## src/rtl/reg_op_sequencer_if.sv

```systemverilog
// rtl/reg_op_sequencer_if.sv - command and register-control bundle for reg_op_sequencer
//
// Purpose: groups the command handshake, abort/status and the register
// control/feedback signals of reg_op_sequencer into one bundle.
// Modports:
//   slave  - the sequencer: takes commands and reg_q, drives strobes and status
//   master - the control unit / register side: drives commands and reg_q
// Signals:
//   cmd_valid/cmd_ready   command handshake
//   cmd_op[2:0]           0 CLR,1 LOAD,2 INC,3 DEC,4 SHR,5 SHL,6 ROR,7 ROL
//   cmd_amt[CW-1:0]       step count (ignored for CLR/LOAD)
//   cmd_data[W-1:0]       load value
//   abort                 stop current command early
//   reg_q[W-1:0]          register contents fed back for rotates
//   reg_cl..reg_sl        single-cycle register strobes
//   reg_in[W-1:0]         register load data
//   reg_ir/reg_il         serial fill bits for right/left shift
//   busy/done/aborted     status
interface reg_op_sequencer_if #(
  parameter int W  = 4,
  parameter int CW = 3
);
  logic          cmd_valid;
  logic          cmd_ready;
  logic [2:0]    cmd_op;
  logic [CW-1:0] cmd_amt;
  logic [W-1:0]  cmd_data;
  logic          abort;
  logic [W-1:0]  reg_q;
  logic          reg_cl;
  logic          reg_ld;
  logic          reg_inc;
  logic          reg_dec;
  logic          reg_sr;
  logic          reg_sl;
  logic [W-1:0]  reg_in;
  logic          reg_ir;
  logic          reg_il;
  logic          busy;
  logic          done;
  logic          aborted;

  modport slave (
    input  cmd_valid, cmd_op, cmd_amt, cmd_data, abort, reg_q,
    output cmd_ready, reg_cl, reg_ld, reg_inc, reg_dec, reg_sr, reg_sl,
    output reg_in, reg_ir, reg_il, busy, done, aborted
  );

  modport master (
    output cmd_valid, cmd_op, cmd_amt, cmd_data, abort, reg_q,
    input  cmd_ready, reg_cl, reg_ld, reg_inc, reg_dec, reg_sr, reg_sl,
    input  reg_in, reg_ir, reg_il, busy, done, aborted
  );
endinterface

```

## src/rtl/reg_op_sequencer.sv

```systemverilog
// rtl/reg_op_sequencer.sv - expands multi-step register commands into control strobes
//
// Purpose: accepts one command per cmd_valid/cmd_ready handshake and issues
// one register strobe per cycle for the requested number of steps, then
// pulses done for one cycle (with aborted qualifying an early stop).
// Ports:
//   clk  - system clock, rising edge
//   rst  - asynchronous active-high reset
//   bus  - reg_op_sequencer_if.slave (command, abort, register control/feedback, status)
module reg_op_sequencer #(
  parameter int W  = 4,
  parameter int CW = 3
) (
  input  logic                  clk,
  input  logic                  rst,
  reg_op_sequencer_if.slave     bus
);

  typedef enum logic [1:0] {
    S_IDLE = 2'd0,
    S_RUN  = 2'd1,
    S_DONE = 2'd2
  } state_t;

  localparam logic [2:0] OP_CLR  = 3'd0;
  localparam logic [2:0] OP_LOAD = 3'd1;
  localparam logic [2:0] OP_INC  = 3'd2;
  localparam logic [2:0] OP_DEC  = 3'd3;
  localparam logic [2:0] OP_SHR  = 3'd4;
  localparam logic [2:0] OP_SHL  = 3'd5;
  localparam logic [2:0] OP_ROR  = 3'd6;
  localparam logic [2:0] OP_ROL  = 3'd7;

  state_t        state_q, state_d;
  logic [CW-1:0] cnt_q, cnt_d;
  logic [2:0]    op_q, op_d;
  logic [W-1:0]  data_q, data_d;
  logic          aborted_q, aborted_d;
  logic [CW-1:0] cmd_steps;

  // CLR and LOAD are always a single step; the amount field only counts for
  // the repeatable ops.
  assign cmd_steps = (bus.cmd_op == OP_CLR || bus.cmd_op == OP_LOAD) ? CW'(1) : bus.cmd_amt;

  always_ff @(posedge clk or posedge rst) begin
    if (rst) begin
      state_q   <= S_IDLE;
      cnt_q     <= '0;
      op_q      <= '0;
      data_q    <= '0;
      aborted_q <= 1'b0;
    end else begin
      state_q   <= state_d;
      cnt_q     <= cnt_d;
      op_q      <= op_d;
      data_q    <= data_d;
      aborted_q <= aborted_d;
    end
  end

  always_comb begin
    state_d     = state_q;
    cnt_d       = cnt_q;
    op_d        = op_q;
    data_d      = data_q;
    aborted_d   = aborted_q;
    bus.cmd_ready = 1'b0;
    bus.busy      = 1'b1;
    bus.done      = 1'b0;
    bus.aborted   = aborted_q;
    bus.reg_cl    = 1'b0;
    bus.reg_ld    = 1'b0;
    bus.reg_inc   = 1'b0;
    bus.reg_dec   = 1'b0;
    bus.reg_sr    = 1'b0;
    bus.reg_sl    = 1'b0;
    bus.reg_in    = data_q;
    // Rotates are shifts whose fill bit is the bit falling off the other end.
    bus.reg_ir    = (op_q == OP_ROR) ? bus.reg_q[0]   : 1'b0;
    bus.reg_il    = (op_q == OP_ROL) ? bus.reg_q[W-1] : 1'b0;

    case (state_q)
      S_IDLE: begin
        bus.cmd_ready = 1'b1;
        bus.busy      = 1'b0;
        if (bus.cmd_valid) begin
          op_d      = bus.cmd_op;
          data_d    = bus.cmd_data;
          cnt_d     = cmd_steps;
          aborted_d = 1'b0;
          // A zero-step command still completes with a done pulse.
          state_d   = (cmd_steps != '0) ? S_RUN : S_DONE;
        end
      end
      S_RUN: begin
        case (op_q)
          OP_CLR:         bus.reg_cl  = 1'b1;
          OP_LOAD:        bus.reg_ld  = 1'b1;
          OP_INC:         bus.reg_inc = 1'b1;
          OP_DEC:         bus.reg_dec = 1'b1;
          OP_SHR, OP_ROR: bus.reg_sr  = 1'b1;
          OP_SHL, OP_ROL: bus.reg_sl  = 1'b1;
          default:        bus.reg_cl  = 1'b0;
        endcase
        cnt_d = cnt_q - CW'(1);
        if (bus.abort) begin
          // This cycle's strobe still goes out; aborted only if steps remain.
          state_d   = S_DONE;
          aborted_d = (cnt_q > CW'(1));
        end else if (cnt_q == CW'(1)) begin
          state_d = S_DONE;
        end
      end
      S_DONE: begin
        bus.done  = 1'b1;
        state_d   = S_IDLE;
        cnt_d     = '0;
        aborted_d = 1'b0;
      end
      default: begin
        state_d = S_IDLE;
      end
    endcase
  end

endmodule

```

## src/flat_wrapper.sv

```systemverilog
// flat-port wrapper written by rule: the top's interface ports become plain ports
module reg_op_sequencer_flat 
#(
  parameter int W  = 4,
  parameter int CW = 3
)
  (clk, rst, bus_cmd_valid, bus_cmd_op, bus_cmd_amt, bus_cmd_data, bus_abort, bus_reg_q, bus_cmd_ready, bus_reg_cl, bus_reg_ld, bus_reg_inc, bus_reg_dec, bus_reg_sr, bus_reg_sl, bus_reg_in, bus_reg_ir, bus_reg_il, bus_busy, bus_done, bus_aborted);
  reg_op_sequencer_if #(.W(W), .CW(CW)) bus_i ();
  input  logic clk;
  input  logic rst;
  input wire logic [$bits(bus_i.cmd_valid)-1:0] bus_cmd_valid;
  input wire logic [$bits(bus_i.cmd_op)-1:0] bus_cmd_op;
  input wire logic [$bits(bus_i.cmd_amt)-1:0] bus_cmd_amt;
  input wire logic [$bits(bus_i.cmd_data)-1:0] bus_cmd_data;
  input wire logic [$bits(bus_i.abort)-1:0] bus_abort;
  input wire logic [$bits(bus_i.reg_q)-1:0] bus_reg_q;
  output wire logic [$bits(bus_i.cmd_ready)-1:0] bus_cmd_ready;
  output wire logic [$bits(bus_i.reg_cl)-1:0] bus_reg_cl;
  output wire logic [$bits(bus_i.reg_ld)-1:0] bus_reg_ld;
  output wire logic [$bits(bus_i.reg_inc)-1:0] bus_reg_inc;
  output wire logic [$bits(bus_i.reg_dec)-1:0] bus_reg_dec;
  output wire logic [$bits(bus_i.reg_sr)-1:0] bus_reg_sr;
  output wire logic [$bits(bus_i.reg_sl)-1:0] bus_reg_sl;
  output wire logic [$bits(bus_i.reg_in)-1:0] bus_reg_in;
  output wire logic [$bits(bus_i.reg_ir)-1:0] bus_reg_ir;
  output wire logic [$bits(bus_i.reg_il)-1:0] bus_reg_il;
  output wire logic [$bits(bus_i.busy)-1:0] bus_busy;
  output wire logic [$bits(bus_i.done)-1:0] bus_done;
  output wire logic [$bits(bus_i.aborted)-1:0] bus_aborted;
  assign bus_i.cmd_valid = bus_cmd_valid;
  assign bus_i.cmd_op = bus_cmd_op;
  assign bus_i.cmd_amt = bus_cmd_amt;
  assign bus_i.cmd_data = bus_cmd_data;
  assign bus_i.abort = bus_abort;
  assign bus_i.reg_q = bus_reg_q;
  assign bus_cmd_ready = bus_i.cmd_ready;
  assign bus_reg_cl = bus_i.reg_cl;
  assign bus_reg_ld = bus_i.reg_ld;
  assign bus_reg_inc = bus_i.reg_inc;
  assign bus_reg_dec = bus_i.reg_dec;
  assign bus_reg_sr = bus_i.reg_sr;
  assign bus_reg_sl = bus_i.reg_sl;
  assign bus_reg_in = bus_i.reg_in;
  assign bus_reg_ir = bus_i.reg_ir;
  assign bus_reg_il = bus_i.reg_il;
  assign bus_busy = bus_i.busy;
  assign bus_done = bus_i.done;
  assign bus_aborted = bus_i.aborted;
  reg_op_sequencer #(.W(W), .CW(CW)) u_core (.clk(clk), .rst(rst), .bus(bus_i));
endmodule
```

## config.mk

```make
export PLATFORM = sky130hd
export DESIGN_NAME = reg_op_sequencer_flat
export DESIGN_NICKNAME = d
export VERILOG_FILES = /design/src/rtl/reg_op_sequencer_if.sv /design/src/rtl/reg_op_sequencer.sv /design/src/flat_wrapper.sv
export SDC_FILE = /design/constraint.sdc
export NUM_CORES = 1
export LEC_CHECK = 0
export CORE_UTILIZATION = 45
export CTS_CLUSTER_SIZE = 40
export DETAILED_ROUTE_END_ITERATION = 8
export DONT_BUFFER_PORTS = 1
export PLACE_DENSITY = 0.73
export SLEW_MARGIN = 20
export SYNTH_ARGS = -nofsm -noshare
export SYNTH_HDL_FRONTEND = slang
export SYNTH_SLANG_ARGS = --single-unit
```

## constraint.sdc

```tcl
create_clock -name clk -period 1.37 [get_ports clk]
set_input_delay 0.137 -clock clk [delete_from_list [all_inputs] [get_ports clk]]
set_output_delay 0.137 -clock clk [all_outputs]
set_load 0.01 [all_outputs]
```

# --- Word-level counts from Yosys, hierarchy flattened ---
# Index checks and enable logic that the tools add are counted.
word_totals:
  reg_bits: 13
  input_bits: 18
  out_inout_bits: 16
  wordCells: 61
op_classes:
  addsub: 1
  n_lt_le_gt_ge: 1
  n_eq_ne: 14
  muxes: 28
  reduce_logical: 12
ops:
  columns: ["op", "n"]
  rows:
  - ["$mux 1", 19]
  - ["$eq 3x3->1 const B", 4]
  - ["$eq 3x1->1 const B", 3]
  - ["$pmux 3 s3", 1]
  - ["$mux 2", 4]
  - ["$eq 3x2->1 const B", 2]
  - ["$logic_not 3->1", 2]
  - ["$mux 3", 2]
  - ["$reduce_and 2->1", 3]
  - ["$reduce_bool 3->1", 2]
  - ["$ne 2x2->1 const B", 2]
  - ["$pmux 2 s2", 1]
  - ["$reduce_or 2->1", 2]
  - ["$gt 3x1->1 const B", 1]
  - ["$ne 3x2->1 const B", 1]
  - ["$pmux 1 s3", 1]
  - ["$reduce_and 3->1", 1]
  - ["$sub 3x1->3 const B", 1]
  - ["$eq 2x1->1 const B", 1]
  - ["$eq 2x2->1 const B", 1]
  - ["$logic_not 2->1", 1]
  - ["$logic_or 1x1->1", 1]

# --- Longest topological paths before layout ---
# Gate-level depths: netlist of run 1.
logic_depth:
  depth_word: 7
  depth_mapped: 6
  mapped_depth_nobuf: 5

# --- Worst setup path before layout of run 1 ---
# Ideal clock, no wire load.
synth_path:
  path_kind: "register to register"
  from: "register u_core.state_q[0]"
  to: "register u_core.cnt_q[0]"
  setup_time_ns: 0.125
  arrival_time_ns: 1.417
  required_time_ns: 1.245
  setup_slack_ns: -0.172
  path_stages_with_launch: 7
  n_path_buf: 1
  synth_period_minus_slack_ns: 1.542
  path_cell_list: "dfrtp_1 inv_1 ha_1 nor2b_4 buf_6 nor2_2 mux2_2"
synth_via:
  elab_chain_cells: 3
  word_cells_on_any_way: 7
  cone_classes: "eq/ne (3); mux (1); reduce/logical (3)"
synth_lines:
  columns: ["element", "line_no", "rtl"]
  rows:
  - ["start, declared", "reg_op_sequencer.sv:34", "state_t state_q, state_d;"]
  - ["start signal, assigned", "reg_op_sequencer.sv:53", "state_q <= state_d;"]
  - ["$eq 2x2->1, or another cell as far along", "reg_op_sequencer.sv:82", "case (state_q)"]
  - ["$reduce_bool 3->1 (no line) or $ne 2x2->1 (tied branches)", null, null]
  - ["$reduce_and 2->1 (no line)", null, null]
  - ["end signal, assigned", "reg_op_sequencer.sv:54", "cnt_q <= cnt_d;"]
  - ["end, declared", "reg_op_sequencer.sv:35", "logic [CW-1:0] cnt_q, cnt_d;"]
# Several ways; a longest one is shown, not always the timed one.
# A chain may end at the register's enable or synchronous reset.

# --- Worst setup path in the final report of run 1 ---
layout_path:
  from: "register u_core.state_q[1]"
  to: "output bus_reg_cl"
layout_via:
  elab_chain_cells: 2
layout_lines:
  columns: ["element", "line_no", "rtl"]
  rows:
  - ["$eq 2x1->1", "reg_op_sequencer.sv:82", null]
  - ["$mux 1", "reg_op_sequencer.sv:82", null]
  - ["end, declared", "flat_wrapper.sv:18", "output wire logic [$bits(bus_i.reg_cl)-1:0] bus_reg_cl;"]
# Every way passes these cells.

==> results.md, run 1 <==
* Port bufs at 0
* # Max-Cap Violations at 0
* Post-synth EDFFs at 0
* Sink Count at 13
* Pleak at 0.4860 nW
* FF-to-FF path depth at 5
* IO Count at 34
* Final Cycle Share at 1.065
* Overflow after GRT at 0
* Post-synthesis adder-cell area fraction at 0.09375
* Synth cell count leaders: 13 x dfrtp_1, 8 x mux2_2, 6 x ha_1, 6 x inv_1, 5 x nand2_1
* Max-slew violations at 0
* Pre-antenna DRT Iters at 6
* Crit-path leading delay family: flip-flops
* Library cells used by synthesis at 29
* Setup crit start kind: flop
* H-tree levels at 1
* Via density per instance at 5.906
* Rows at 14
* Synth Area in Simple Gates at 0.1937
* Area leader, netlist: dfrtp_1
* Hold_sp: bus_cmd_op[2]
* Top cells by area, synth: dfrtp_1 41%, mux2_2 11%, ha_1 9.4%
* Clk pin slew, worst setup/hold paths at 80 ps
* Largest family of logic cells by synthesized area: simple AND/OR/NAND/NOR gates
* RSZ-0062 raised after global routing: true
* Hold endpoint: u_core.op_q[2]$_DFFE_PP0P_
* Clock Tree Buf Depth at 2
* Syn-to-layout area delta at 32.97%
* Worst Path Buf+Inv at 1
* Vias in the first global route at 611
* Compound-cell area share of the yosys netlist at 0.1391
* Worst skew pair latency at 270 ps
* Nets at 115
* Die area at 1952 sq um
* Dpl cell area at 879.6 sq um
* Post-Synth XOR/XNOR Area at 0
* Core area at 1577 sq um
* Syn Inst Count at 73
* Setup WS pre-CTS at -66.49 ps
* Post-synthesis mux area share at 0.1250
* Root Driver: clkbuf_4
* Ys async rst share at 1.000
* Slew headroom at 0.6712
* Most frequent cell after synthesis: dfrtp_1
* Worst setup margin at -88.76 ps
* CP cell instances: inv_2 -> ha_4 -> nor2b_4 -> nor3b_4
* Power Dens Cells at 2247 nW/um^2
* HPWL Detailed at 1.187 mm
* Warning count from the yosys run at 0
* Hold path depth at 1
* Prevailing post-synth register cell: dfrtp_1
* Antenna diodes at 0
* DR vias at 626
* RD Place Congestion at 0.8138
* Routed wire length at 1.772 mm
* Cell Area, Synth at 800.8 sq um
* Status: finished with violations
* Post-Syn Nets at 97
* Total GRT Usage at 0.1844
* R2r startpoint: u_core.state_q[0]$_DFFE_PP0P_
* Synth top area share at 0.4063
* # setup viols final at 7
* Crit Reg-Reg Endpoint: u_core.cnt_q[2]$_DFFE_PP0P_
* Total CTS buffers at 3
* Critical Path Sink Type: output pin
* Worst reg2reg setup slack at -60 ps
* CP max-delay cell: dfrtp_1
* Crit Path Category: flop to output pin
* Die width at 44.19 microns
* Die height at 44.19 microns
* Layout cells sized above 1 at 0.5000
* ANT nets after route at 0
* Count of final hold-check violations at 0
* WP data arrival at 1320 ps
* Initial antenna violation count at 0
* First-pass GRT wire length at 2.628 mm
* Largest net degree at the start of global routing at 14
* Initial Util at 0.5079
* DR iter-0 viols at 13
* Seq/Total Area, Yosys at 0.4063
* DR DRC count at 4
* Failing checks: design-rule violations, negative setup slack
* Critical-path maximum fanout at 5
* Count of state elements after synthesis at 13
* Slowest stage delay, CP at 400 ps
* DR WL/cell at 16.72 microns
* Final core occ at 0.6754
* Layout Skew at 0.5130 ps
* Tmin final at 1459 ps
* CTS tree: done
* Fmax achieved at 0.6855 GHz
* Finished Cell Area at 1065 sq um
* Critical Path RT at 1230 ps
* Mean area per synthesized cell at 10.97 sq um
* Hold/Removal Path Class: input port to flop
* Peak VDD IR at 1.047 mV
* Worst Tran Pin Value at 492.6 ps
-- power breakdown --
| group | total, mW | switching (mW) | internal, mW |
|---|---|---|---|
| Sequential | 0.807 | 0.240 | 0.567 |
| Combinational | 1.35 | 0.591 | 0.763 |
| Clock | 0.232 | 0.119 | 0.113 |
| Total | 2.39 | 0.950 | 1.44 |
-- sequential cells by signal, summed over array words and instances (netlist names) --
name / cells
u_core.op_q: 3
u_core.cnt_q: 3
u_core.bus.aborted: 1
u_core.state_q: 2
u_core.bus.reg_in: 4
-- timing repair --
item / CTS / global route
buffers inserted: 3 / 1
setup endpoints to repair: 16 / 11
hold buffers: 1 / 3
pin swaps: 2 / 3
gates resized for setup: 13 / 8
endpoints found under the hold margin: 13 / 3
-- routing by layer --
metal  GRT usage  vias up  wire length (microns)
li1            -      298                      -
met1      0.1942      302                    705
met2      0.3235       22                    949
met3     0.06122        4                     93
met4     0.09697        0                     23
met5           0        -                      0
-- cells by family (layout without fill, tap and decap cells) --
logic type,after synthesis,count (layout)
simple gates,24,24
compound gates,14,14
flops,13,13
mux,9,9
buf+inv,7,24
fa+ha+maj,6,6
-- worst max path at each step --
stage,start,end,slack [ps],cells past startpoint
after floorplan,u_core.state_q[0]$_DFFE_PP0P_,u_core.cnt_q[0]$_DFFE_PP0P_,-40,6
after global placement,u_core.state_q[0]$_DFFE_PP0P_,u_core.bus.aborted$_DFFE_PP0P_,-30,4
after detailed placement,u_core.state_q[0]$_DFFE_PP0P_,u_core.bus.aborted$_DFFE_PP0P_,-70,4
after CTS,u_core.state_q[1]$_DFFE_PP0P_,bus_reg_cl,-90,4
after global routing,u_core.state_q[1]$_DFFE_PP0P_,bus_reg_cl,-170,4
final,u_core.state_q[1]$_DFFE_PP0P_,bus_reg_cl,-90,4
-- layout make-up --
cell class / count / area, sq um
Multi-Input combinational cell: 53 / 550.5
Timing Repair Buffer: 14 / 118.9
Clock buffer: 4 / 26.28
Inverter: 6 / 22.52
Tap cell: 16 / 20.02
Sequential cell: 13 / 326.6
Fill cell: 118 / 511.7
-- through the flow --
step | power, mW | TNS [ps] | hold WS [ps] | std cells
3_5_place_dp | 1.837 | -456.8 | 76.84 | 94
3_3_place_gp | 1.794 | -95.62 | 75.47 | 94
5_1_grt | 2.556 | -1041 | 1.206 | 106
2_1_floorplan | 1.559 | -68.56 | 13.96 | 73
6_report | 2.393 | -464.5 | 15.41 | 106
4_1_cts | 2.283 | -449.0 | 11.10 | 102
-- cell usage in the layout, fill, tap and decap left out, types with 2 or more instances in the layout --
master / synthesis / routed
nand2_1: 5 / 3
o31ai_2: 0 / 2
clkbuf_4: 0 / 3
nor2b_4: 1 / 2
nor2_2: 1 / 2
dlygate4sd3_1: 0 / 4
and3_1: 3 / 2
inv_1: 6 / 4
nand2_2: 0 / 2
ha_4: 0 / 3
and4b_1: 2 / 2
inv_2: 0 / 2
nor2_1: 4 / 2
dfrtp_1: 13 / 12
ha_1: 6 / 3
buf_4: 0 / 9
mux2_2: 8 / 8
a21oi_2: 0 / 2
No activity file was read; power rests on OpenSTA's default activity.
==> run 2: changes to the inputs <==
- MAX_ROUTING_LAYER: default -> met4
==> run 2 against run 1 <==
The flow still finishes with violations (design-rule violations, negative setup slack); clock skew is essentially flat; core utilization did not move; die area unchanged; worst hold slack barely moved; global-route usage is 0.57 points higher; non-clock buffer count did not move; critical path depth stayed put; fmax about the same; critical endpoint unchanged.
==> results.md, run 2 (synthesis results as in run 1) <==
* Largest net degree at the start of global routing at 14
* Rows at 14
* Met3 GRT Util at 0.06122
* Overflow after GRT at 0
* RSZ-0062 raised after global routing: true
* HPWL Detailed at 1.187 mm
* Hold path depth at 1
* Failing checks: design-rule violations, negative setup slack
* IO Count at 34
* DR WL/cell at 16.72 microns
* Vias in the first global route at 610
* Final Cycle Share at 1.065
* DR vias at 626
* DR DRC count at 4
* Routed wire length at 1.772 mm
* WP data arrival at 1320 ps
* Peak VDD IR at 1.047 mV
* Register area at 326.6 sq um
* ANT nets after route at 0
* Via density per instance at 5.906
* Largest register FFs at 4
* Setup crit start kind: flop
* # setup viols final at 7
* Clk pin slew, worst setup/hold paths at 80 ps
* RD Place Congestion at 0.8258
* Hold/Removal Path Class: input port to flop
* Most frequent cells in the layout: 12 x dfrtp_1, 9 x buf_4, 8 x mux2_2, 4 x inv_1, 4 x dlygate4sd3_1
* Die width at 44.19 microns
* DR iter-0 viols at 13
* Power Dens Cells at 2247 nW/um^2
* Slew headroom at 0.6714
* Crit Path Category: flop to output pin
* Pleak at 0.4860 nW
* Critical-path maximum fanout at 5
* First-pass GRT wire length at 2.628 mm
* Nets at 115
* Initial antenna violation count at 0
* H-tree levels at 1
* Gr busiest metal: met2
* Worst skew pair latency at 270 ps
* Worst Tran Pin Value at 492.4 ps
* Pre-antenna DRT Iters at 6
* Syn-to-layout area delta at 32.97%
* Worst setup margin at -88.56 ps
* Most common cell after layout, fill and taps aside: dfrtp_1
* Layout Skew at 0.5262 ps
* Antenna diodes at 0
* Port bufs at 0
* Critical Path RT at 1230 ps
* Fmax achieved at 0.6856 GHz
* Setup WS pre-CTS at -66.49 ps
* GR Layer Usage met2 at 0.3235
* Placed insts at 94
* Fillcell total at 118
* Critical Path Sink Type: output pin
* Die height at 44.19 microns
* Core area at 1577 sq um
* Total GRT Usage at 0.1901
* Clock Tree Buf Depth at 2
* FF-to-FF path depth at 5
* Post-Layout Cell Count at 106
* Max-slew violations at 0
* Sink Count at 13
* Die area at 1952 sq um
* CTS tree: done
* Met1 Usage GRT at 0.1942
* Status: finished with violations
* Tmin final at 1459 ps
* Root Driver: clkbuf_4
* Layout cells sized above 1 at 0.5000
* Count of final hold-check violations at 0
* Initial Util at 0.5079
* Total CTS buffers at 3
* # Max-Cap Violations at 0
* Area occupied by multi-input gates at 550.5 sq um
==> run 2: cell counts in the layout (fill, tap and decap cells not counted) <==
No cell type changed its count.
==> run 2: what timing repair did <==
| item | in CTS | in global routing |
|---|---|---|
| hold endpoints to repair | 13 | 3 |
| pin swaps | 2 | 3 |
| cloned | 0 | 0 |
| endpoints found under the setup margin | 16 | 11 |
| hold buffers | 1 | 3 |
| setup buffers | 3 | 1 |
| resized for setup | 13 | 8 |
==> run 2: final cells by class <==
type,instances,share of cell area
Timing Repair Buffer,14,0.1116
Multi-Input combinational cell,53,0.5170
Clock buffer,4,0.02468
Tap cell,16,0.01880
Sequential cell,13,0.3067
Inverter,6,0.02115
==> run 2: per-stage QoR <==
stage               utilization  area [sq um]  power [mW]  hold WS [ps]  setup TNS (ps)
floorplan                     -         825.8       1.559         13.96          -68.56
global placement         0.5579         879.6       1.794         75.47          -95.62
detailed placement       0.5579         879.6       1.837         76.84          -456.8
finish                   0.6754          1065       2.393         15.66          -463.8
CTS                      0.6294         992.2       2.283         11.10          -449.0
global route             0.6754          1065       2.556         1.205           -1041
==> run 2: critical path, stage by stage, from the launching register on <==
cell and delay [ps]:
dfrtp_1 400, inv_2 100, ha_4 160, nor2b_4 160
nor3b_4 230
==> run 2: final timing paths <==
check	startpoint	to	slack, ps
worst min-delay path	bus_cmd_op[2]	u_core.op_q[2]$_DFFE_PP0P_	20
worst max register to register	u_core.state_q[0]$_DFFE_PP0P_	u_core.cnt_q[2]$_DFFE_PP0P_	-60
worst min register to register	u_core.cnt_q[1]$_DFFE_PP0P_	u_core.cnt_q[1]$_DFFE_PP0P_	580
max in group asynchronous	rst	u_core.state_q[0]$_DFFE_PP0P_	690
worst max-delay path	u_core.state_q[1]$_DFFE_PP0P_	bus_reg_cl	-90
min in group asynchronous	rst	u_core.bus.reg_in[0]$_DFFE_PP0P_	320
==> run 2: power by group <==
group / internal [mW] / switching [mW]
Sequential: 0.567 / 0.240
Clock: 0.113 / 0.119
Combinational: 0.763 / 0.591
==> run 2: per-layer routing <==
layer / up-vias / routed length (microns)
li1: 298 / -
met5: - / 0
met2: 22 / 949
met1: 302 / 704
met4: 0 / 23
met3: 4 / 94
==> RTL change 1: new RTL, config.mk and constraints of run 2 <==
`W` is set to 4 in 3 places; all go to 3.
--- a/src/rtl/reg_op_sequencer_if.sv
+++ b/src/rtl/reg_op_sequencer_if.sv
@@ -18,5 +18,5 @@
 //   busy/done/aborted     status
 interface reg_op_sequencer_if #(
-  parameter int W  = 4,
+  parameter int W  = 3,
   parameter int CW = 3
 );
--- a/src/rtl/reg_op_sequencer.sv
+++ b/src/rtl/reg_op_sequencer.sv
@@ -9,5 +9,5 @@
 //   bus  - reg_op_sequencer_if.slave (command, abort, register control/feedback, status)
 module reg_op_sequencer #(
-  parameter int W  = 4,
+  parameter int W  = 3,
   parameter int CW = 3
 ) (
--- a/src/flat_wrapper.sv
+++ b/src/flat_wrapper.sv
@@ -2,5 +2,5 @@
 module reg_op_sequencer_flat 
 #(
-  parameter int W  = 4,
+  parameter int W  = 3,
   parameter int CW = 3
 )
Interface: changed (resized bus_cmd_data, bus_reg_in and bus_reg_q); port bits go from 34 to 31. No check against the original RTL was run, so the function may have changed too.
==> RTL change 1 against run 2 <==
The run still ends with DRC, setup timing left; cell area grew 6.6%; wire length grew 3.3%; first-iteration DRC count grew 23%; sequential cell count shrank 1; power grew 5.7%; clock power grew 26%; synthesized area shrank 3.3%; setup slack gained 7.4 ps; hold slack gained 21 ps; sequential power shrank 7.6%; largest cell class unchanged; largest power group unchanged.
==> RTL change 1: results (changes against run 2) <==
stage	metric	value	unit	change
hold_path	Worst Min Path Start	bus_abort		
pwr	leakage	0.524	nW	+7.8%
outcome	status	finished, violations left		
finish	share of layout cells above drive strength 1	48.0	%	-2.0 points
place	pre-CTS setup slack	-63.9	ps	+2.62 ps
timing	setup_tns	-486	ps	-22.6 ps
logic_synthesis	Seq/Total Area, Yosys	38.8	%	-1.9 points
routing	DRC Markers	1		-3
global_routing	Global Route Usage Sum	21.1	%	+2.1 points
logic_synthesis	Distinct cells, synth	28		-3.4%
routing	Via density	5.72		-3.1%
timing	Setup Skew	0.860	ps	+0.334 ps
routing	Starting DRT DRC Count	16		+3
timing	fin worst setup slack	-81.1	ps	+7.42 ps
setup_path	CP max stage delay	460	ps	+60 ps
global_routing	GR Util met2	34.5	%	+2.2 points
setup_path	crit path max fanout	7		+2
timing	final setup fails	10		+3
setup_path	Slowest cell on crit path	dfrtp_2		
setup_path	R2R Path End	u_core.bus.aborted$_DFFE_PP0P_		
logic_synthesis	Synth top cells by count	12 x dfrtp_1, 7 x inv_1		
timing	Worst slew margin	66.8	%	-0.37 points
logic_synthesis	Syn Nets	96		-1.0%
place	post-detail-place hpwl	1.25	mm	+5.6%
place	Placed Area	883	sq um	+0.43%
pwr	Worst IR Drop VDD	1360	uV	+30%
outcome	violated checks	DRC, setup timing		
global_routing	met1 usage	26.0	%	+6.6 points
routing	WL final	1.83	mm	+3.3%
place	DP Cell Count	99		+5.3%
pwr	Flop pwr share	29.5	%	-4.2 points
finish	nets	123		+7.0%
RTL change 1: cells by family (layout without fill, tap and decap cells):
kind of cell | Yosys count | in the layout | synth area share [%]
adder cells (fa/ha/maj) | 6 | 6 | 9.69
multiplexers | 8 | 8 | 11.5
AND/OR/NAND/NOR | 26 | 26 | 20.7
flip-flops | 12 | 12 | 38.8
buffers and inverters | 8 | 34 | 4.85
AO/OA/AOI/OAI | 14 | 14 | 14.5
RTL change 1: worst max path at each step:
stage / from / end / slack, ps / cells after the start
after global routing: u_core.state_q[1]$_DFFE_PP0P_ / u_core.cnt_q[0]$_DFFE_PP0P_ / -140 / 6
after global placement: u_core.state_q[0]$_DFFE_PP0P_ / u_core.bus.reg_in[0]$_DFFE_PP0P_ / -30 / 4
final: u_core.state_q[0]$_DFFE_PP0P_ / u_core.bus.aborted$_DFFE_PP0P_ / -80 / 5
after floorplan: u_core.state_q[0]$_DFFE_PP0P_ / u_core.cnt_q[0]$_DFFE_PP0P_ / -20 / 5
after CTS: u_core.state_q[1]$_DFFE_PP0P_ / bus_reg_ld / -70 / 5
after detailed placement: u_core.state_q[0]$_DFFE_PP0P_ / u_core.op_q[2]$_DFFE_PP0P_ / -60 / 4
RTL change 1: what timing repair did:
action                     4_1_cts  5_1_grt
gates resized for setup         17        8
setup endpoints to repair       19       19
hold buffers                     7        1
setup buffers                    4        1
pin swaps                        9        4
hold endpoints to repair        18        1
RTL change 1: final cells by class:
cell class	instances	area [sq um]
Timing Repair Buffer	23	215
Fill cell	108	424
Multi-Input combinational cell	54	533
Clock buffer	4	36.3
Tap cell	16	20.0
Inverter	7	28.8
Sequential cell	12	302
RTL change 1: routing by layer:
layer  vias to the layer above  wire [um]
met1                       319        783
met5                         -          0
met4                         0         25
li1                        319          -
met3                         5         88
met2                        21        933
==> RTL change 2: new RTL, settings of run 2 <==
Made on the original files. `data_q` no longer has a reset.
--- a/src/rtl/reg_op_sequencer.sv
+++ b/src/rtl/reg_op_sequencer.sv
@@ -48,5 +48,4 @@
       cnt_q     <= '0;
       op_q      <= '0;
-      data_q    <= '0;
       aborted_q <= 1'b0;
     end else begin
@@ -54,7 +53,10 @@
       cnt_q     <= cnt_d;
       op_q      <= op_d;
-      data_q    <= data_d;
       aborted_q <= aborted_d;
     end
+  end
+
+  always_ff @(posedge clk) begin
+    data_q <= data_d;
   end
 
Behaviour: not the same (a bounded check fails within 4 cycles, from zero or initial values and one cycle with rst high).
==> RTL change 2 against run 2 <==
The flow finishes with violations (setup timing); via count is 2.4% higher; hold slack worse by 3.1 ps; setup slack better by 40 ps; synthesized area is 4.7% lower; cell area is 1.3% lower; critical path depth is 1 higher; count of clock-buffer cells in the layout stayed put; sequential cell count stayed put; wire length is 0.23% higher; power is 0.86% lower; utilization is 0.64 points higher; first-iteration DRC count is 23% lower; sequential share of layout area is 2.3 points higher; critical path type unchanged.
==> RTL change 2: results (changes against run 2) <==
stage	metric	value	unit	change
outcome	status	finished, violations left		
place	gp weighted congestion	0.801		-3.0%
logic_synthesis	ys async rst share	69.2	%	-31 points
global_routing	vias in the first global route	587		-3.8%
routing	Detailed Routing Iterations Pass 1	4		-2
finish	nets	117		+1.7%
setup_path	CP arrival	1280	ps	-40 ps
logic_synthesis	Syn Nets	95		-2.1%
global_routing	largest net degree at the start of global routing	10		-4
logic_synthesis	number of synthesized flops with an enable pin	4		+4
routing	Via density	5.88		-0.42%
timing	setup_tns	-182	ps	+281 ps
routing	Starting DRT DRC Count	10		-3
logic_synthesis	Synth top cells by count	9 x dfrtp_1, 8 x inv_1, 6 x nand2_1		
logic_synthesis	Seq/Total Area, Yosys	45.2	%	+4.6 points
pwr	Psw	0.939	mW	-1.2%
logic_synthesis	Syn Area/Cell	10.6	sq um	-3.4%
routing	WL final	1.78	mm	+0.23%
outcome	violated checks	setup timing		
pwr	Worst IR Drop VDD	1160	uV	+11%
global_routing	Global Route Usage Sum	20.1	%	+1.1 points
setup_path	crit path max fanout	4		-1
pwr	leakage	0.464	nW	-4.5%
timing	Worst slew margin	66.8	%	-0.33 points
logic_synthesis	top cells by area, synth	dfrtp_1 30%, edfxtp_1 16%, ha_1 8.2%		
place	post-detail-place hpwl	1.26	mm	+6.4%
clock_network	CTS Buffer Depth	2		unchanged
finish	Finished Layout Cells	109		+2.8%
timing	fin worst setup slack	-48.6	ps	+39.9 ps
logic_synthesis	Distinct cells, synth	31		+6.9%
timing	final setup fails	6		-1
global_routing	first-pass GRT wire length	2.69	mm	+2.4%
finish	share of layout cells above drive strength 1	40.9	%	-9.1 points
-- RTL change 2: metrics by stage --
stage	hold slack, ps	cell area, sq um	setup slack (ps)	util [%]
after floorplan	-35.1	781	4.11	-
after global placement	11.2	848	12.3	55.0
after detailed placement	24.9	848	-22.9	55.0
after CTS	1.12	993	-47.6	64.4
after global routing	7.42	1050	-113	68.2
final	12.6	1050	-48.6	68.2
-- RTL change 2: power by group through the flow --
| stage | Sequential [mW] | Clock [mW] | Combinational [mW] |
|---|---|---|---|
| final | 0.754 | 0.233 | 1.39 |
| after floorplan | 0.684 | 0 | 0.789 |
| after global placement | 0.711 | 0 | 1.02 |
| after detailed placement | 0.724 | 0 | 1.06 |
| after global routing | 0.778 | 0.259 | 1.48 |
| after CTS | 0.747 | 0.242 | 1.21 |
-- RTL change 2: per-layer routing --
layer  global-route usage [%]  part of all wire (%)
met5                        -                     0
met4                     3.64                  0.56
met3                     6.38                   5.0
met2                     33.4                    52
met1                     24.0                    42
-- RTL change 2: timing repair --
item                       4_1_cts  5_1_grt
setup buffers                    2        1
hold buffers                     6        2
hold endpoints to repair        14        2
resized for setup               13       10
pin swaps                        1        1
setup endpoints to repair        8       21
-- RTL change 2: final timing paths --
| path | start | end | slack, ps | cells past startpoint |
|---|---|---|---|---|
| max in group asynchronous | rst | u_core.state_q[0]$_DFFE_PP0P_ | 800 | 2 |
| setup / recovery | u_core.state_q[1]$_DFFE_PP0P_ | bus_cmd_ready | -50 | 5 |
| hold reg to reg | u_core.cnt_q[1]$_DFFE_PP0P_ | u_core.cnt_q[1]$_DFFE_PP0P_ | 530 | 2 |
| min in group asynchronous | rst | u_core.cnt_q[1]$_DFFE_PP0P_ | 280 | 2 |
| setup reg to reg | u_core.state_q[1]$_DFFE_PP0P_ | u_core.state_q[1]$_DFFE_PP0P_ | -20 | 7 |
| hold / removal | bus_cmd_op[1] | u_core.op_q[1]$_DFFE_PP0P_ | 10 | 1 |
-- RTL change 2: cell families (layout without fill, tap and decap cells) --
family                     Yosys count  in the layout  synth area share (%)
buffers and inverters                9             30                  4.59
AOI/OAI and AO/OA                   15             15                  16.1
adders and majority gates            5              5                  8.20
DFF                                 13             13                  45.2
muxes                                5              5                  7.21
and+or+nand+nor                     25             25                  18.7
-- RTL change 2: cell type report --
class,count,area (sq um)
inverter,8,30.0
fill,119,490
clock buffer,4,26.3
multi-input combinational,50,469
sequential,13,347
timing repair buffer,18,159
tap,16,20.0
-- RTL change 2: worst max-delay path, stage by stage (launching register included) --
cell and delay [ps]:
dfrtp_1 370, inv_2 60, buf_4 140, ha_4 180, buf_6 130, buf_4 130
